--- src/rtl/muldiv_pkg.sv ---
// muldiv_pkg: shared opcode/state enums and iteration count for iter_muldiv
package muldiv_pkg;
  localparam int ITER = 8;
  typedef enum logic [1:0] {MULLO = 2'b00, MULHI = 2'b01, DIV = 2'b10, MOD = 2'b11} op_e;
  typedef enum logic [1:0] {IDLE, RUN, WRITE} state_e;
endpackage

--- src/rtl/iter_muldiv.sv ---
// iter_muldiv: iterative shift-add multiply / restoring divide unit (Start/Op/OperandA/OperandB/DestAddr in; Busy/Done/DivZero/WriteEn/Waddr/WrData registered out)
module iter_muldiv
  import muldiv_pkg::*;
#(
  parameter int WIDTH  = ITER,
  parameter int ADDR_W = 3
) (
  input  logic              Clk,
  input  logic              Reset,
  input  logic              Start,
  input  logic [1:0]        Op,
  input  logic [WIDTH-1:0]  OperandA,
  input  logic [WIDTH-1:0]  OperandB,
  input  logic [ADDR_W-1:0] DestAddr,
  output logic              Busy,
  output logic              Done,
  output logic              DivZero,
  output logic              WriteEn,
  output logic [ADDR_W-1:0] Waddr,
  output logic [WIDTH-1:0]  WrData
);
  localparam int CW = $clog2(WIDTH) + 1;
  state_e state, state_n;
  op_e op_q;
  logic [WIDTH-1:0] a_q, b_q, quo, quo_n, rem, rem_n, res, wd_n;
  logic [ADDR_W-1:0] dest_q, waddr_n;
  logic [2*WIDTH-1:0] prod, prod_n;
  logic [WIDTH:0] sum, pr;
  logic [CW-1:0] cnt;
  logic last, ge, busy_n, done_n, dz_n;
  always_comb begin
    sum = {1'b0, prod[2*WIDTH-1:WIDTH]} + {1'b0, {WIDTH{prod[0]}} & a_q};
    prod_n = {sum, prod[WIDTH-1:1]};
    pr = {rem, quo[WIDTH-1]};
    ge = pr >= {1'b0, b_q};
    rem_n = ge ? pr[WIDTH-1:0] - b_q : pr[WIDTH-1:0];
    quo_n = {quo[WIDTH-2:0], ge};
    res = op_q == MULLO ? prod_n[WIDTH-1:0] :
          op_q == MULHI ? prod_n[2*WIDTH-1:WIDTH] :
          op_q == DIV   ? quo_n : rem_n;
    last = cnt == CW'(WIDTH - 1);
  end
  always_comb begin
    state_n = state;
    busy_n = 1'b0;
    done_n = 1'b0;
    dz_n = 1'b0;
    waddr_n = '0;
    wd_n = '0;
    case (state)
      IDLE: if (Start) begin
        state_n = RUN;
        busy_n = 1'b1;
      end
      RUN: begin
        busy_n = 1'b1;
        if (last) begin
          state_n = WRITE;
          done_n = 1'b1;
          waddr_n = dest_q;
          wd_n = res;
          dz_n = (op_q == DIV || op_q == MOD) && b_q == '0;
        end
      end
      default: state_n = IDLE;
    endcase
  end
  always_ff @(posedge Clk) begin
    if (Reset) begin
      state <= IDLE;
      Busy <= 1'b0;
      Done <= 1'b0;
      WriteEn <= 1'b0;
      DivZero <= 1'b0;
      Waddr <= '0;
      WrData <= '0;
    end else begin
      state <= state_n;
      Busy <= busy_n;
      Done <= done_n;
      WriteEn <= done_n;
      DivZero <= dz_n;
      Waddr <= waddr_n;
      WrData <= wd_n;
    end
  end
  always_ff @(posedge Clk) begin
    if (Reset) begin
      op_q <= MULLO;
      a_q <= '0;
      b_q <= '0;
      dest_q <= '0;
      prod <= '0;
      rem <= '0;
      quo <= '0;
      cnt <= '0;
    end else if (state == IDLE && Start) begin
      op_q <= op_e'(Op);
      a_q <= OperandA;
      b_q <= OperandB;
      dest_q <= DestAddr;
      prod <= {{WIDTH{1'b0}}, OperandB};
      rem <= '0;
      quo <= OperandA;
      cnt <= '0;
    end else if (state == RUN) begin
      prod <= prod_n;
      rem <= rem_n;
      quo <= quo_n;
      cnt <= cnt + 1'b1;
    end
  end
endmodule

--- config.mk ---
export PLATFORM = sky130hd
export DESIGN_NAME = iter_muldiv
export DESIGN_NICKNAME = d
export VERILOG_FILES = /design/src/rtl/muldiv_pkg.sv /design/src/rtl/iter_muldiv.sv
export SDC_FILE = /design/constraint.sdc
export NUM_CORES = 1
export LEC_CHECK = 0
export CORE_MARGIN = 3
export CORE_UTILIZATION = 45
export DETAILED_ROUTE_END_ITERATION = 16
export PLACE_DENSITY = 0.7
export SLEW_MARGIN = 15
export SYNTH_ARGS = -nofsm -noshare
export SYNTH_HDL_FRONTEND = slang
export SYNTH_SLANG_ARGS = --single-unit
export TNS_END_PERCENT = 1
--- constraint.sdc ---
create_clock -name Clk -period 2.73 [get_ports Clk]
set_input_delay 0.273 -clock Clk [delete_from_list [all_inputs] [get_ports Clk]]
set_output_delay 0.273 -clock Clk [all_outputs]
set_load 0.005 [all_outputs]
==> results.toml <==
[status]
run_status = "finished, final reports clean"

[yosys]
post_synthesis_mux_area_share_pct = 2.111
ys_dominant_reg_cell = "sky130_fd_sc_hd__dfxtp_1"
mappedNetlistNets = 489
syn-instance-count = 446
synth-async-reset-ratio_pct = 0
synth_cell_type_count = 50
synth_edf_count = 0
adder_and_majority_gate_portion_of_the_synthesized_area_pct = 6.992
ys_ff_latch = 73
synthesis.area_um2 = 3615
combinational_family_with_the_most_area_after_synthesis = "simple AND/OR/NAND/NOR gates"
synth_xor_xnor_area_share_pct = 2.181
post_synth_and_or_nand_nor_area_fraction_pct = 23.26
synth-compound-area-share_pct = 21.29
yosysWarningCount = 0
yosysSeqAreaShare_pct = 40.43
postSynthAreaPerCell_um2 = 8.105

[timing]
timing.fmax_ghz = 0.4281
relSlewSlack_pct = 46.28
setup_viol = 0
slew_viol_final = 0
finalCriticalPeriod_ns = 2.336
finalHoldViolCount = 0
slew_at_the_pin_with_the_worst_max_slew_slack_ns = 0.8038
layout_worst_path_cycle_share_pct = 85.57
fin_skew_ns = 0.01446
summed_negative_setup_slack_over_all_endpoints_ns = 0
grt_setup_unrepaired = "false"

[pwr]
p_per_area_nw_per_um2 = 604.6
p_leak_nw = 1.677
ir_drop_uv = 391.7

[setup_path]
cp.required_ns = 2.95
cpLargestDelayFamily = "compound AO/OA/AOI/OAI gates"
cp_slowest_cell = "sky130_fd_sc_hd__ha_1"
worst-r2r-setup-slack_ns = 0.39
crit_buf_inv = 1
crit_path_end_kind = "flop"
cp_data_arrival_time_ns = 2.56
timing.reg2reg.worst_path_depth = 8
crit-reg2reg-launch = "b_q[6]"
crit_path_cell_trace = "inv_1 -> ha_1 -> a21o_1 -> a211oi_2 -> o31a_2 -> nand2_1 -> o311ai_0 -> o21ai_0"
rr_endpoint = "WrData[7]"
worst_setup_path_start_kind = "flop"
worstPathMaxFanout = 9
crit_path_max_incr_delay_ns = 0.38
crit_type = "flop to flop"

[hold_path]
min_path_type = "flop to flop"
hold_path_startpoint = "dest_q[2]"
hold_depth = 2
min_delay_worst_endpoint = "dest_q[2]"

[placement]
gp_congestion = 0.8523
place.port_buffers = 38
dpl.hpwl_mm = 6.789
dpl-instance-area_um2 = 4091

[route]
post_drt_antenna_nets = 0
route.vias.total = 3218
routed_wirelength_mm = 9.246
detailedRoute.firstPassIterationCount = 5
average_detailed_routed_wire_length_per_instance_um = 15.75
drt_iter0_markers = 262
avgViaCountPerCell = 5.482
residual_drc = 0

[grt]
grt_antenna_before_repair = 0
grt_pass1_wl_mm = 14.90
global_route_total_usage_across_every_layer_pct = 21.14
grt-ovfl-total = 0
number_of_global_route_vias_before_repair = 3017
maximum_number_of_pins_on_one_net_before_global_route_repair = 41

[finish]
layout.cells.most_common_list = "sky130_fd_sc_hd__nand2_1, sky130_fd_sc_hd__dfxtp_1, sky130_fd_sc_hd__a21oi_1"
finalNetCount = 523
finish.instance_area_um2 = 4295
layout_commonest_cell = "sky130_fd_sc_hd__nand2_1"
sequential_cell_area_um2 = 1461
drive_gt1_share_pct = 9.278
nFillCells = 734
multi_input_area_um2 = 2023
growth_of_design_area_from_synthesis_to_finish_pct = 18.83
num_antenna_cells = 0

[floorplanning]
die_width_um = 95.63
floorplan.initialDensity_pct = 46.54
die_y_um = 95.63
floorplan.core_area_um2 = 7767
floorplan.die_area_um2 = 9144
rows = 32
design.portCount = 39

[clock_tree]
tritoncts_clock_tree = "yes"
cts-root-to-sink-buffers = 2
ctsResizeCount = 0
cts_hold_buffers = 0
postCtsSetupRepairBufs = 0
numCtsBuffers = 9
clkSlewWorstSetupHoldPaths_ns = 0.08
clock_tree.root_cell = "sky130_fd_sc_hd__clkbuf_8"
clock_tree.htree_level_count = 3
clock-sinks = 73
insertion_delay_ns = 0.35

[flow_run]
max_cap_viol_count = 0
-- worst reg2reg max path, cell delays in order, from the launching register on --
cell                       delay (ns)
sky130_fd_sc_hd__dfxtp_1         0.33
sky130_fd_sc_hd__inv_1           0.08
sky130_fd_sc_hd__ha_1            0.38
sky130_fd_sc_hd__a21o_1          0.21
sky130_fd_sc_hd__a211oi_2        0.27
sky130_fd_sc_hd__o31a_2          0.33
sky130_fd_sc_hd__nand2_1         0.18
sky130_fd_sc_hd__o311ai_0        0.30
sky130_fd_sc_hd__o21ai_0         0.13
-- per-stage QoR --
stage	std cells	hold slack [ns]	setup slack (ns)	util, %	total power [W]
floorplan	446	0.4090	0.7414	-	0.001581
global placement	571	0.4380	0.4472	52.67	0.001744
detailed placement	571	0.4411	0.4177	52.67	0.001746
CTS	587	0.4531	0.4050	55.27	0.002602
global route	587	0.4722	0.2293	55.30	0.002709
finish	587	0.4535	0.3939	55.30	0.002597
-- layer usage --
metal,wire [um],track usage (%),part of all wire [%],vias up
met1,4345,28.81,47,1479
met5,0,0,0,-
li1,-,-,-,1623
met2,4246,34.63,46,108
met3,554,3.394,6.0,8
met4,100,5.806,1.1,0
-- how the worst max path moves through the flow --
stage / start / endpoint / slack, ns / depth (start not counted)
after floorplan: b_q[3] / WrData[4] / 0.74 / 8
after global placement: b_q[3] / WrData[4] / 0.45 / 8
after detailed placement: b_q[6] / WrData[4] / 0.42 / 8
after CTS: b_q[6] / WrData[4] / 0.41 / 8
after global routing: b_q[3] / WrData[4] / 0.23 / 8
final: b_q[6] / WrData[7] / 0.39 / 8
-- cell families after synthesis --
| family | after synthesis |
|---|---|
| AND/OR/NAND/NOR | 184 |
| AO/OA/AOI/OAI | 119 |
| flip-flops | 73 |
| buffers and inverters | 35 |
| adder cells (fa/ha/maj) | 19 |
| XOR/XNOR | 9 |
| multiplexers | 7 |
-- flip-flops by register name, summed over array words and instances, names as in the netlist, 3 cells and up --
register	flops
cnt	4
Waddr	3
rem	8
WrData	8
prod	16
quo	8
dest_q	3
a_q	8
b_q	8
-- cell type report --
class	count	area share, %
Sequential cell	73	34.02
Clock buffer	9	2.884
Clock inverter	7	1.806
Tap cell	102	2.971
Multi-Input combinational cell	338	47.10
Inverter	13	1.136
Timing Repair Buffer	45	10.08
-- cells in the mapped netlist (all sizes together), types with 2 or more instances --
master	number	area share (%)
nor3	8	1.1
o21ai	19	2.6
or3	3	0.52
or2	4	0.69
and2	12	2.1
and3	4	0.73
o31a	2	0.52
dfxtp	73	40
a21o	6	1.2
nand3	10	1.7
a221oi	2	0.66
xor2	5	1.2
a31oi	20	3.5
and2b	3	0.62
mux2i	2	0.55
nor2	28	2.9
nor3b	2	0.55
a22oi	2	0.42
xnor2	4	0.97
nor4	3	0.52
inv	12	1.2
ha	17	5.9
nand4	3	0.52
nor2b	5	0.87
clkbuf	21	2.2
a211o	2	0.52
fa	2	1.1
o21a	5	1.0
a211oi	12	2.9
mux2	5	1.6
nand2	97	10
a21oi	43	6.0
o211ai	2	0.42
-- report_power, final --
group          total (W)  leakage, nW  switching, W  internal (W)
clock           0.000868        0.100      0.000438      0.000430
sequential       0.00116        0.596     0.0000439       0.00112
combinational   0.000570        0.981      0.000342      0.000228
(Power assumes the default switching activity.)
